### src/rtl/fifo_pkg.sv
// Shared definitions for fifo_level: parameter-legality helpers evaluated at
// elaboration time and the per-cycle operation encoding used by the control block.
package fifo_pkg;

    // Accepted operation in a cycle, encoded as {push_accepted, pop_accepted}.
    typedef enum logic [1:0] {
        OpNone = 2'b00,
        OpPop  = 2'b01,
        OpPush = 2'b10,
        OpBoth = 2'b11
    } fifo_op_e;

    // Depth must be a power of two so the low pointer bits wrap on their own.
    function automatic bit depth_ok(int unsigned num_words);
        return (num_words >= 2) && ((num_words & (num_words - 1)) == 0);
    endfunction

    function automatic bit afull_ok(int unsigned afull_level, int unsigned num_words);
        return (afull_level >= 1) && (afull_level <= num_words);
    endfunction

    function automatic bit aempty_ok(int unsigned aempty_level, int unsigned num_words);
        return aempty_level <= (num_words - 1);
    endfunction

    function automatic bit params_ok(int unsigned num_words, int unsigned afull_level,
                                     int unsigned aempty_level);
        return depth_ok(num_words) && afull_ok(afull_level, num_words)
            && aempty_ok(aempty_level, num_words);
    endfunction

endpackage

### src/rtl/fifo_level_if.sv
// Handshake and status bundle between a producer/consumer and fifo_level.
// The master drives requests and data; the slave (the FIFO) drives head data and status.
interface fifo_level_if #(
    parameter int unsigned BUS_WIDTH = 8,
    parameter int unsigned NUM_WORDS = 8
);
    localparam int unsigned AW = $clog2(NUM_WORDS);

    logic                 flush;
    logic                 push;
    logic                 pop;
    logic [BUS_WIDTH-1:0] din;
    logic                 clear_err;
    logic [BUS_WIDTH-1:0] dout;
    logic                 full;
    logic                 empty;
    logic                 almost_full;
    logic                 almost_empty;
    logic [AW:0]          level;
    logic                 overflow;
    logic                 underflow;

    modport master (
        output flush, push, pop, din, clear_err,
        input  dout, full, empty, almost_full, almost_empty, level, overflow, underflow
    );

    modport slave (
        input  flush, push, pop, din, clear_err,
        output dout, full, empty, almost_full, almost_empty, level, overflow, underflow
    );

endinterface

### src/rtl/fifo_level_ctrl.sv
// fifo_level control: pointers, occupancy counter, accept guards, status flags and
// sticky error flags. Sticky flags exist only when FIFO_LEVEL_ERR_FLAGS_EN is defined.
module fifo_level_ctrl
    import fifo_pkg::*;
#(
    parameter int unsigned NUM_WORDS    = 8,
    parameter int unsigned AFULL_LEVEL  = NUM_WORDS - 2,
    parameter int unsigned AEMPTY_LEVEL = 2,
    localparam int unsigned AW          = $clog2(NUM_WORDS),
    localparam int unsigned LW          = AW + 1
) (
    input  logic          clk,
    input  logic          reset,
    input  logic          flush_i,
    input  logic          push_i,
    input  logic          pop_i,
    input  logic          clear_err_i,
    output logic          wr_en_o,
    output logic [AW-1:0] wr_addr_o,
    output logic [AW-1:0] rd_addr_o,
    output logic          full_o,
    output logic          empty_o,
    output logic          almost_full_o,
    output logic          almost_empty_o,
    output logic [AW:0]   level_o,
    output logic          overflow_o,
    output logic          underflow_o
);

    localparam logic [AW:0] LevelFull  = LW'(NUM_WORDS);
    localparam logic [AW:0] LevelAfull = LW'(AFULL_LEVEL);
    localparam logic [AW:0] LevelAempt = LW'(AEMPTY_LEVEL);
    localparam logic [AW:0] PtrOne     = LW'(1);

    logic [AW:0] wr_ptr_q, wr_ptr_d;
    logic [AW:0] rd_ptr_q, rd_ptr_d;
    logic [AW:0] level_q, level_d;
    logic        pop_acc;
    logic        push_acc;
    fifo_op_e    op;

    // Status decodes registered occupancy only, never the requests.
    assign full_o         = (level_q == LevelFull);
    assign empty_o        = (level_q == '0);
    assign almost_full_o  = (level_q >= LevelAfull);
    assign almost_empty_o = (level_q <= LevelAempt);
    assign level_o        = level_q;
    assign wr_addr_o      = wr_ptr_q[AW-1:0];
    assign rd_addr_o      = rd_ptr_q[AW-1:0];

    // Accept guards on pre-edge state; a full FIFO takes a push only alongside a pop.
    always_comb begin
        pop_acc  = pop_i & ~empty_o;
        push_acc = push_i & (~full_o | pop_acc);
        op       = fifo_op_e'({push_acc, pop_acc});
        wr_en_o  = push_acc & ~flush_i & ~reset;
    end

    // Next pointers and occupancy; flush overrides any push/pop this cycle.
    always_comb begin
        wr_ptr_d = wr_ptr_q;
        rd_ptr_d = rd_ptr_q;
        level_d  = level_q;
        if (flush_i) begin
            wr_ptr_d = '0;
            rd_ptr_d = '0;
            level_d  = '0;
        end else begin
            unique case (op)
                OpPush: begin
                    wr_ptr_d = wr_ptr_q + PtrOne;
                    level_d  = level_q + PtrOne;
                end
                OpPop: begin
                    rd_ptr_d = rd_ptr_q + PtrOne;
                    level_d  = level_q - PtrOne;
                end
                OpBoth: begin
                    wr_ptr_d = wr_ptr_q + PtrOne;
                    rd_ptr_d = rd_ptr_q + PtrOne;
                end
                default: ;
            endcase
        end
    end

    // Pointer and occupancy registers with synchronous reset.
    always_ff @(posedge clk) begin
        if (reset) begin
            wr_ptr_q <= '0;
            rd_ptr_q <= '0;
            level_q  <= '0;
        end else begin
            wr_ptr_q <= wr_ptr_d;
            rd_ptr_q <= rd_ptr_d;
            level_q  <= level_d;
        end
    end

`ifdef FIFO_LEVEL_ERR_FLAGS_EN
    logic overflow_q, overflow_d;
    logic underflow_q, underflow_d;
    logic ovf_set, unf_set;

    // A new error in the same cycle as clear_err keeps the flag set.
    always_comb begin
        ovf_set     = push_i & ~push_acc & ~flush_i;
        unf_set     = pop_i & ~pop_acc & ~flush_i;
        overflow_d  = (overflow_q & ~clear_err_i) | ovf_set;
        underflow_d = (underflow_q & ~clear_err_i) | unf_set;
    end

    // Sticky error registers.
    always_ff @(posedge clk) begin
        if (reset) begin
            overflow_q  <= 1'b0;
            underflow_q <= 1'b0;
        end else begin
            overflow_q  <= overflow_d;
            underflow_q <= underflow_d;
        end
    end

    assign overflow_o  = overflow_q;
    assign underflow_o = underflow_q;
`else
    logic unused_clear_err;
    assign unused_clear_err = clear_err_i;
    assign overflow_o       = 1'b0;
    assign underflow_o      = 1'b0;
`endif

endmodule

### src/rtl/fifo_level.sv
// fifo_level top: first-word-fall-through FIFO storage and head mux around
// fifo_level_ctrl. Optional sticky error flags: define FIFO_LEVEL_ERR_FLAGS_EN.
module fifo_level
    import fifo_pkg::*;
#(
    parameter int unsigned BUS_WIDTH    = 8,
    parameter int unsigned NUM_WORDS    = 8,
    parameter int unsigned AFULL_LEVEL  = NUM_WORDS - 2,
    parameter int unsigned AEMPTY_LEVEL = 2,
    localparam int unsigned AW          = $clog2(NUM_WORDS)
) (
    input logic        clk,
    input logic        reset,
    fifo_level_if.slave bus
);

    if (!params_ok(NUM_WORDS, AFULL_LEVEL, AEMPTY_LEVEL)) begin : g_bad_params
        $error("fifo_level: illegal NUM_WORDS/AFULL_LEVEL/AEMPTY_LEVEL combination");
    end

    logic                 wr_en;
    logic [AW-1:0]        wr_addr;
    logic [AW-1:0]        rd_addr;
    logic [BUS_WIDTH-1:0] mem_q [NUM_WORDS];

    fifo_level_ctrl #(
        .NUM_WORDS   (NUM_WORDS),
        .AFULL_LEVEL (AFULL_LEVEL),
        .AEMPTY_LEVEL(AEMPTY_LEVEL)
    ) u_ctrl (
        .clk           (clk),
        .reset         (reset),
        .flush_i       (bus.flush),
        .push_i        (bus.push),
        .pop_i         (bus.pop),
        .clear_err_i   (bus.clear_err),
        .wr_en_o       (wr_en),
        .wr_addr_o     (wr_addr),
        .rd_addr_o     (rd_addr),
        .full_o        (bus.full),
        .empty_o       (bus.empty),
        .almost_full_o (bus.almost_full),
        .almost_empty_o(bus.almost_empty),
        .level_o       (bus.level),
        .overflow_o    (bus.overflow),
        .underflow_o   (bus.underflow)
    );

    // Storage write; contents are deliberately not reset.
    always_ff @(posedge clk) begin
        if (wr_en) begin
            mem_q[wr_addr] <= bus.din;
        end
    end

    // Head of queue is a combinational read, so a full push+pop still shows the old head.
    assign bus.dout = mem_q[rd_addr];

endmodule

### src/flat_wrapper.sv
// flat-port wrapper written by rule: the top's interface ports become plain ports
module fifo_level_flat import fifo_pkg::*;
#(
    parameter int unsigned BUS_WIDTH    = 8,
    parameter int unsigned NUM_WORDS    = 8,
    parameter int unsigned AFULL_LEVEL  = NUM_WORDS - 2,
    parameter int unsigned AEMPTY_LEVEL = 2,
    localparam int unsigned AW          = $clog2(NUM_WORDS)
)
  (clk, reset, bus_flush, bus_push, bus_pop, bus_din, bus_clear_err, bus_dout, bus_full, bus_empty, bus_almost_full, bus_almost_empty, bus_level, bus_overflow, bus_underflow);
  fifo_level_if #(.BUS_WIDTH(BUS_WIDTH), .NUM_WORDS(NUM_WORDS)) bus_i ();
  input logic clk;
  input logic reset;
  input wire logic [$bits(bus_i.flush)-1:0] bus_flush;
  input wire logic [$bits(bus_i.push)-1:0] bus_push;
  input wire logic [$bits(bus_i.pop)-1:0] bus_pop;
  input wire logic [$bits(bus_i.din)-1:0] bus_din;
  input wire logic [$bits(bus_i.clear_err)-1:0] bus_clear_err;
  output wire logic [$bits(bus_i.dout)-1:0] bus_dout;
  output wire logic [$bits(bus_i.full)-1:0] bus_full;
  output wire logic [$bits(bus_i.empty)-1:0] bus_empty;
  output wire logic [$bits(bus_i.almost_full)-1:0] bus_almost_full;
  output wire logic [$bits(bus_i.almost_empty)-1:0] bus_almost_empty;
  output wire logic [$bits(bus_i.level)-1:0] bus_level;
  output wire logic [$bits(bus_i.overflow)-1:0] bus_overflow;
  output wire logic [$bits(bus_i.underflow)-1:0] bus_underflow;
  assign bus_i.flush = bus_flush;
  assign bus_i.push = bus_push;
  assign bus_i.pop = bus_pop;
  assign bus_i.din = bus_din;
  assign bus_i.clear_err = bus_clear_err;
  assign bus_dout = bus_i.dout;
  assign bus_full = bus_i.full;
  assign bus_empty = bus_i.empty;
  assign bus_almost_full = bus_i.almost_full;
  assign bus_almost_empty = bus_i.almost_empty;
  assign bus_level = bus_i.level;
  assign bus_overflow = bus_i.overflow;
  assign bus_underflow = bus_i.underflow;
  fifo_level #(.BUS_WIDTH(BUS_WIDTH), .NUM_WORDS(NUM_WORDS), .AFULL_LEVEL(AFULL_LEVEL), .AEMPTY_LEVEL(AEMPTY_LEVEL)) u_core (.clk(clk), .reset(reset), .bus(bus_i));
endmodule
### config.mk
export PLATFORM = sky130hd
export DESIGN_NAME = fifo_level_flat
export DESIGN_NICKNAME = d
export VERILOG_FILES = /design/src/rtl/fifo_pkg.sv /design/src/rtl/fifo_level_if.sv /design/src/rtl/fifo_level_ctrl.sv /design/src/rtl/fifo_level.sv /design/src/flat_wrapper.sv
export SDC_FILE = /design/constraint.sdc
export NUM_CORES = 1
export LEC_CHECK = 0
export BUFFER_PORTS_ARGS = -buffer_cell sky130_fd_sc_hd__buf_2
export CAP_MARGIN = 40
export CORE_AREA = 2 2 61 107
export DETAILED_ROUTE_END_ITERATION = 12
export DIE_AREA = 0 0 63 109
export PLACE_DENSITY = 0.73
export SYNTH_ARGS = -nofsm -noshare
export SYNTH_HDL_FRONTEND = slang
export SYNTH_HIERARCHICAL = 1
export SYNTH_SLANG_ARGS = --single-unit
### constraint.sdc
create_clock -name clk -period 3.19 [get_ports clk]
set_input_delay 0.638 -clock clk [delete_from_list [all_inputs] [get_ports clk]]
set_output_delay 0.638 -clock clk [all_outputs]
set_load 0.02 [all_outputs]
Yosys cells after proc, flatten, opt, wreduce, memory -nomap -nowiden. Memory sizes are Yosys's and may differ from the RTL's. A register that Yosys moved wholly into a read port is not among the register bits. Index checks and enable logic that the tools add are counted.

Register bits: 12. Word-level logic and storage cells: 33. Latch bits: 0. Bits in writable memories: 64. Memories kept: 1. Bits of input ports: 14. Output and inout bits: 18. Bits in read-only memories: 0.

Equality and inequality tests: 4. Reduce and logical (&&, ||, !) cells: 5. Bitwise operators: 9. $add $sub $neg: 4. $lt $le $gt $ge: 2. Multipliers: 0. Div/mod/pow operators: 0. Mux-type cells: 5. Shift-type cells: 0.

Memory list: u_core.mem_q (words 8, bits a word 8, read ports 1, clocked after memory_dff 1, wr ports 1, RTL line fifo_level.sv:24) `logic [BUS_WIDTH-1:0] mem_q [NUM_WORDS];`.

Operators with widths (count): $add 4x1->4 const B (3); $pmux 4 s2 (1); $mux 3 (2); $reduce_or 2->1 (3); $and 1x1->1 (4); $eq 2x2->1 const B (2); $eq 4x4->1 const B (1); $ge 4x3->1 const B (1); $le 4x2->1 const B (1); $logic_not 4->1 (1); $not 1->1 (4); $sub 4x1->4 const B (1); $eq 2x1->1 const B (1); $mux 1 (2); $reduce_bool 2->1 (1); $or 1x1->1 (1).

Depth between registers and ports, before layout. Gate-level depths: netlist of the first run.

Depth after elaboration: 9. Depth in mapped cells: 10. Gate-level depth less buffers: 9.

By module. Netlist of the first run, hierarchy kept.

Modules (own cells, without submodules): fifo_level (area each 2531.2 sq um, instances 1, sequential area each 1921.8 sq um, cells each 106); fifo_level_ctrl (area each 681.9 sq um, instances 1, sequential area each 200.2 sq um, cells each 75).

Least setup slack after synthesis of the first run. OpenSTA, ideal clock, no wires.

Kind: input -> register. Start: input port bus_pop. End: memory u_core.mem_q[0][0], enable pin. Path slack: 0.832 ns. Arrival: 1.974 ns. Path buffers: 1. Cell stages on the path: 6. Data required time: 2.807 ns. Library setup time: 0.383 ns. Cells stage by stage: clkbuf_1 -> nand2b_1 -> o21ai_2 -> nor2_1 -> nand2b_1 -> nor3_1.

Longest elaborated chain between the ends: 7.

RTL lines: start, declared (RTL line flat_wrapper.sv:16) `input wire logic [$bits(bus_i.pop)-1:0] bus_pop;`; $and 1x1->1 (RTL line fifo_level_ctrl.sv:53) `pop_acc = pop_i & ~empty_o;`; $or 1x1->1 (RTL line fifo_level_ctrl.sv:54) `push_acc = push_i & (~full_o | pop_acc);`; $and 1x1->1 (RTL line fifo_level_ctrl.sv:54); $and 1x1->1 (2 in series) (RTL line fifo_level_ctrl.sv:56) `wr_en_o = push_acc & ~flush_i & ~reset;`; via u_core.wr_en (RTL line fifo_level.sv:21) `logic wr_en;`; $mux 1 (RTL line fifo_level.sv:51) `if (wr_en) begin`; $mux 1 (not written as such) (RTL line fifo_level.sv:52) `mem_q[wr_addr] <= bus.din;`; end, declared (RTL line fifo_level.sv:24).

The timed path passes the listed nets, and every way through them passes these cells.

==> results of run 1 <==
[how the worst min path moves through the flow]
stage                                    startpoint                         to  cells past startpoint
final                     u_core/u_ctrl/rd_ptr_q[0]  u_core/u_ctrl/rd_ptr_q[0]                      2
after global routing                     bus_din[0]         u_core/mem_q[3][0]                      1
after CTS                                bus_din[7]         u_core/mem_q[5][7]                      1
after detailed placement  u_core/u_ctrl/rd_ptr_q[0]  u_core/u_ctrl/rd_ptr_q[0]                      2
after global placement    u_core/u_ctrl/wr_ptr_q[2]  u_core/u_ctrl/wr_ptr_q[2]                      2
after floorplan           u_core/u_ctrl/rd_ptr_q[2]  u_core/u_ctrl/rd_ptr_q[2]                      2
[cell families after synthesis]
logic type / share of synthesized area [%]
and+or+nand+nor: 5.49
xor gates and xnor gates: 1.91
other: 0.117
adders and majority gates: 2.18
buffers and inverters: 3.27
AOI/OAI and AO/OA: 4.28
muxes: 16.7
DFF: 66.0
[metal layers]
layer,GRT usage [%],up-vias,wire (um)
met5,0,-,0
met2,31.0,39,2960
li1,-,786,-
met4,8.89,0,117
met1,17.0,867,1990
met3,3.72,10,167
[layout by cell type, fill, tap and decap left out, types with 4 or more instances in the layout]
cell / Yosys / final
buf_2: 2 / 28
nand2b_1: 5 / 5
inv_1: 4 / 4
edfxtp_1: 64 / 64
xor2_1: 4 / 4
dfxtp_1: 10 / 10
ha_1: 4 / 4
nor2_1: 18 / 18
clkbuf_8: 0 / 9
mux2_2: 8 / 8
mux4_1: 15 / 15
buf_4: 3 / 10
[synthesized netlist by cell type, types with 4 or more instances]
| library cell | count |
|---|---|
| edfxtp_1 | 64 |
| xor2_1 | 4 |
| nand2b_1 | 5 |
| dfxtp_1 | 10 |
| inv_1 | 4 |
| mux2_2 | 8 |
| nor2_1 | 18 |
| ha_1 | 4 |
| mux4_1 | 15 |
[metrics by stage]
stage / cells / hold slack [ps] / utilization, %
4_1_cts: 303 / 557 / 59.9
3_3_place_gp: 288 / 525 / 57.0
5_1_grt: 303 / 568 / 59.9
6_report: 303 / 564 / 59.9
3_5_place_dp: 288 / 548 / 57.0
2_1_floorplan: 182 / 477 / -
[worst register-to-register path, cell delays in order (launching register included)]
cell and delay (ps):
dfxtp_1 410, or3_4 460, o21ai_2 200, nand2b_1 200, inv_1 80, ha_1 330
a21oi_1 300, a211oi_1 140, nand3b_1 170, a31oi_1 160
[flip-flops by register name (all words and copies together) (netlist names)]
signal                  count
u_core/u_ctrl/rd_ptr_q      3
u_core/mem_q               64
u_core/u_ctrl/level_o       4
u_core/u_ctrl/wr_ptr_q      3
[power groups by stage]
stage          combinational, mW  sequential, mW  clock (mW)
2_1_floorplan             0.0888            1.09           0
3_3_place_gp               0.119            1.09           0
3_5_place_dp               0.122            1.09           0
4_1_cts                    0.122            1.07       0.664
5_1_grt                    0.131            1.07       0.702
6_report                   0.121            1.07       0.646
[area by class of cell]
type	count	area, sq um	share of cell area [%]
sequential	74	2120	58.7
multi-input combinational	92	990	27.4
timing repair buffer	38	215	5.95
clock buffer	10	128	3.53
tap	80	100	2.77
clock inverter	5	46.3	1.28
inverter	4	15.0	0.415
==> metrics.md, run 1 <==
| Metric | Value |
|---|---|
| Minimum clock period | around 2700 ps |
| Detailed-route DRC error count | 0 |
| Ranking of synthesized cells by area | edfxtp_1 60%, mux4_1 12%, dfxtp_1 6.2% |
| DIE AREA | between 0.006 and 0.007 sq mm |
| Final GP Congestion | between 0.6 and 0.7 |
| # fillers | between 400 and 500 |
| Synth top area share | 59.8% |
| Nets | 238 |
| Post-CTS sizing | 0 |
| Drt first pass iters | 4 |
| Area after DPL | approximately 0.0034 sq mm |
| Max cap viols | 0 |
| Clock skew | roughly 7.4 ps |
| H-tree depth reported by CTS | 3 |
| Clock Latency Late Sink | approximately 340 ps |
| #FFs+latches synth | between 70 and 80 |
| CP Buf/Inv Count | 2 |
| Worst r2r path cells | 9 |
| N_diodes | 0 |
| Sw frac | roughly a fifth |
| CTS Buf Count | 9 |
| Tcrit/Tclk final | between 80% and 90% |
| IO Port Bufs | 28 |
| Critical Path RT | 2550 ps |
| CP max-delay cell | mux4_1 |
| Hold buffer count at cts | 0 |
| Relative slew slack | between 40% and 50% |
| GR Util All Layers | between 15 and 20% |
| First-pass GRT wire length | 8.07 mm |
| Synth area leader | edfxtp_1 |
| RSZ-0062 raised after global routing | no |
| Most common flop cell mapped by yosys | edfxtp_1 |
| R2r endpoint | u_core/u_ctrl/level_o[3] |
| Worst Path Arrival | between 2000 and 2500 ps |
| Hold violation count in the final report | 0 |
| CP peak stage delay | 620 ps |
| Leak Pwr | roughly 1.3 nW |
| Drt wl/cell | 17.3 um |
| Setup-failing EPs final | 0 |
| CTS root buf | clkbuf_8 |
| Vias in the first global route | between 1500 and 2000 |
| Seq/Total Area, Yosys | 66.0% |
| Clock power share | 35.3% |
| Synthesized instance count | about 180 |
| HP Class | register to register |
| Drt via density | 5.62 |
| Worst-path clk slew | ~70 ps |
| Post-place setup slack | between 600 and 700 ps |
| Die W | 63 um |
| Slew Limit Fails | 0 |
| Avg Cell Area, Syn | 17.8 sq um |
| Synthesis warning total | 6 |
| Height of the chip | between 100 and 150 um |
| Worst Setup Slack, final | 483 ps |
| Area growth, synth to finish | 12.5% |
| Worst path cell trace | buf_4 -> mux4_1 -> mux2_2 -> buf_2 |
| Startpoint Class | register |
| Routed WL | about 5.2 mm |
| Num rows | 38 |
| Area of the mapped netlist | 0.00321 sq mm |
| R2r setup slk | around 660 ps |
| IO Count | 32 |
| Highest Clock Rate | 369 MHz |
| Initial antenna violation count | 0 |
| Initial Util | about 53% |
| Status | complete, no violations |
| Critical path's top delay family | multiplexers |
| Clock sink total | 74 |
| Cell variety after synth | 39 |
| Core area | a little over 0.006 sq mm |
| Sequential group share of total power | between 50% and 60% |
| CP Capture Point | bus_dout[2] |
| Sw power | around 380 uW |
| VDD IR max | just over 300 uV |
| Total global routing overflow | 0 |
| Largest net degree at the start of global routing | 18 |
| Worst R2R Start | u_core/u_ctrl/level_o[0] |
| Setup_tns | 0 ps |
| Final instance area | approximately 0.0036 sq mm |
| EDFF count, synth | 64 |
| Layout cell share with drive strength beyond 1 | 29.1% |
| WP depth | 4 |
| Post-route ant nets | 0 |
| Clock Path Buffers | 2 |
| Total chip power | approximately 1.8 mW |
| Worst Path Max Fanout | 16 |
| Postcts setup bufs | 0 |
| DR vias | 1702 |
| Async set-reset flop share out of synthesis | 0% |
| Initial DRC Count | 50 |
| Int Pwr | about 1.5 mW |
| Crit path from | u_core/u_ctrl/rd_ptr_q[0] |
| Crit path capture type | primary output |
| Comb pwr share | approximately 6.6% |
| CP Class | register to primary output |
| Worst slew pin tran | 774 ps |
| Pwr Density | between 500 and 600 mW/mm^2 |
| Detail Placement HPWL | between 3 and 4 mm |
| CTS tree | done |
No activity file was read; power rests on OpenSTA's default activity.
==> run 2, diff against run 1 <==
CORE_AREA = 2 2 63 109   (was 2 2 61 107)
DIE_AREA = 0 0 65 111   (was 0 0 63 109)
clock period = 2.4 ns   (was 3.19 ns; I/O delays follow)
==> run 2 against run 1 <==
Effect of this change: via count down 0.88%; setup slack got worse by 410 ps; register-to-register slack got worse by 500 ps; cell count rose by 3.3%; global-route usage about the same; hold slack worse by 140 ps; non-clock buffer count grew 7; flip-flop and latch count is the same; power up 48%; clock power rose by 75%; largest power group unchanged.
==> metrics.md, run 2 (synthesized netlist as in run 1, its figures left out) <==
| Metric | Value |
|---|---|
| Status | complete, no violations (unchanged) |
| CTS root buf | clkbuf_16 (was clkbuf_8) |
| Initial Util | 50.3% (was 53.2%) |
| Highest Clock Rate | about 430 MHz |
| CTS tree | done (unchanged) |
| CP Class | register to primary output (unchanged) |
| Minimum clock period | approximately 2300 ps |
| DR vias | 1687 (was 1702) |
| Area growth, synth to finish | 17.6% (was 12.5%) |
| Setup_tns | 0 ps (unchanged) |
| CTS Buf Count | 9 (unchanged) |
| Drt first pass iters | 4 (unchanged) |
| Worst slew pin tran | 566 ps (was 774 ps) |
| Hold violation count in the final report | 0 (unchanged) |
| Tcrit/Tclk final | 96.9% |
| Initial DRC Count | 38 (was 50) |
| Initial antenna violation count | 0 (unchanged) |
| First-pass GRT wire length | 8.64 mm (was 8.07 mm) |
| HP Class | input pin to register (was register to register) |
| H-tree depth reported by CTS | 3 (unchanged) |
| Die W | 65 um (was 63 um) |
| Total global routing overflow | 0 (unchanged) |
| IO Port Bufs | 28 (unchanged) |
| IO Count | 32 (unchanged) |
| Worst Path Arrival | 1850 ps (was 2070 ps) |
| Detailed-route DRC error count | 0 (unchanged) |
| Num rows | 39 (was 38) |
| Post-Layout Cell Count | 313 (was 303) |
| Pwr Density | 719 mW/mm^2 (was 507 mW/mm^2) |
| Drt wl/cell | 17.2 um (was 17.3 um) |
| Relative slew slack | 62.2% (was 48.3%) |
| Layout cell share with drive strength beyond 1 | 32.9% (was 29.1%) |
| Clock Path Buffers | 2 (unchanged) |
| Detail Placement HPWL | 3.61 mm (was 3.57 mm) |
| Max cap viols | 0 (unchanged) |
| Drt via density | 5.39 (was 5.62) |
| Worst Path Max Fanout | 8 (was 16) |
| Nets | 245 (was 238) |
| Most frequent cells in the layout | 64 x edfxtp_1, 28 x buf_2, 18 x nor2_1, 15 x buf_4, 13 x mux4_1 (was 64 x edfxtp_1, 28 x buf_2, 18 x nor2_1, 15 x mux4_1) |
| Postcts setup bufs | 0 (unchanged) |
| N_diodes | 0 (unchanged) |
| Clock skew | 4.02 ps (was 7.42 ps) |
| Setup-failing EPs final | 0 (unchanged) |
| Most common cell after layout, fill and taps aside | edfxtp_1 (unchanged) |
| Routed WL | 5.40 mm (was 5.24 mm) |
| Height of the chip | 111 um (was 109 um) |
| Startpoint Class | register (unchanged) |
| Max FFs per register | 64 (unchanged) |
| Worst r2r path cells | 9 (unchanged) |
| Final GP Congestion | 0.739 (was 0.696) |
| Clock Latency Late Sink | 320 ps (was 340 ps) |
| Largest Register | u_core/mem_q (unchanged) |
| DIE AREA | 0.00722 sq mm (was 0.00687 sq mm) |
| Post-route ant nets | 0 (unchanged) |
| Slew Limit Fails | 0 (unchanged) |
| Critical Path RT | 1920 ps (was 2550 ps) |
| Final core utilization | 59.1% (was 59.9%) |
| Vias in the first global route | 1754 (was 1606) |
| Placed insts | 296 (was 288) |
| VDD IR max | 400 uV (was 307 uV) |
| Largest net degree at the start of global routing | 17 (was 18) |
| RSZ-0062 raised after global routing | no (unchanged) |
| Worst-path clk slew | 50 ps (was 70 ps) |
| Clock sink total | 74 (unchanged) |
| Leak Pwr | 1.35 nW (was 1.27 nW) |
| Hold path depth | 1 (was 2) |
| Crit path capture type | primary output (unchanged) |
| Core area | 0.00639 sq mm (was 0.00604 sq mm) |
| GR Util All Layers | 16.6% (about the same) |
[run 2: cell count changes in the layout (fill, tap and decap cells not counted), moves of 2 or more]
cell	change
buf_4	+5
clkbuf_1	+2
clkbuf_8	-9
mux4_1	-2
mux4_2	+2
clkinv_1	-2
clkinv_2	+2
clkbuf_16	+10
[run 2: timing repair]
action,in CTS,in global routing
cloned,0,1
gates resized for setup,2,2
hold buffers,0,0
setup endpoints to repair,8,6
[run 2: final cells by class]
class | count | area [sq um]
Clock inverter | 4 | 18.8
Inverter | 4 | 15.0
Multi-Input combinational cell | 92 | 982
Sequential cell | 74 | 2130
Fill cell | 494 | 2610
Clock buffer | 12 | 236
Tap cell | 82 | 103
Timing Repair Buffer | 45 | 298
[run 2: path summary, 6_finish.rpt]
kind | end | slack (ps) | start
max reg2reg | u_core/u_ctrl/level_o[3] | 160 | u_core/u_ctrl/level_o[0]
min | u_core/mem_q[2][2] | 430 | bus_din[2]
min reg2reg | u_core/u_ctrl/rd_ptr_q[2] | 510 | u_core/u_ctrl/rd_ptr_q[2]
max | bus_dout[4] | 70 | u_core/u_ctrl/rd_ptr_q[0]
[run 2: power by group]
group / internal (mW) / switching, mW / leakage [nW]
combinational: 0.0772 / 0.0978 / 0.561
clock: 0.689 / 0.438 / 0.128
sequential: 1.41 / 0.00683 / 0.658
[run 2: stage by stage]
step	setup slack, ps	total power, mW	hold WS, ps	cell area [sq um]
final	74.9	2.72	426	3780
after global routing	8.80	2.82	428	3780
after CTS	24.6	2.74	421	3750
after detailed placement	173	1.61	508	3500
after global placement	232	1.61	504	3500
after floorplan	46.4	1.56	477	3220
[run 2: worst max-delay path: stages, from the launching register on]
cell and delay [ps]:
dfxtp_4 390, clkbuf_16 170, mux4_1 540, mux2_2 270, buf_2 160
[run 2: routing by layer]
metal / vias up / wire, um / global-route usage, %
met5: - / 0 / 0
met1: 833 / 2030 / 17.9
met4: 0 / 127 / 7.23
li1: 803 / - / -
met2: 40 / 3030 / 29.5
met3: 11 / 205 / 4.67
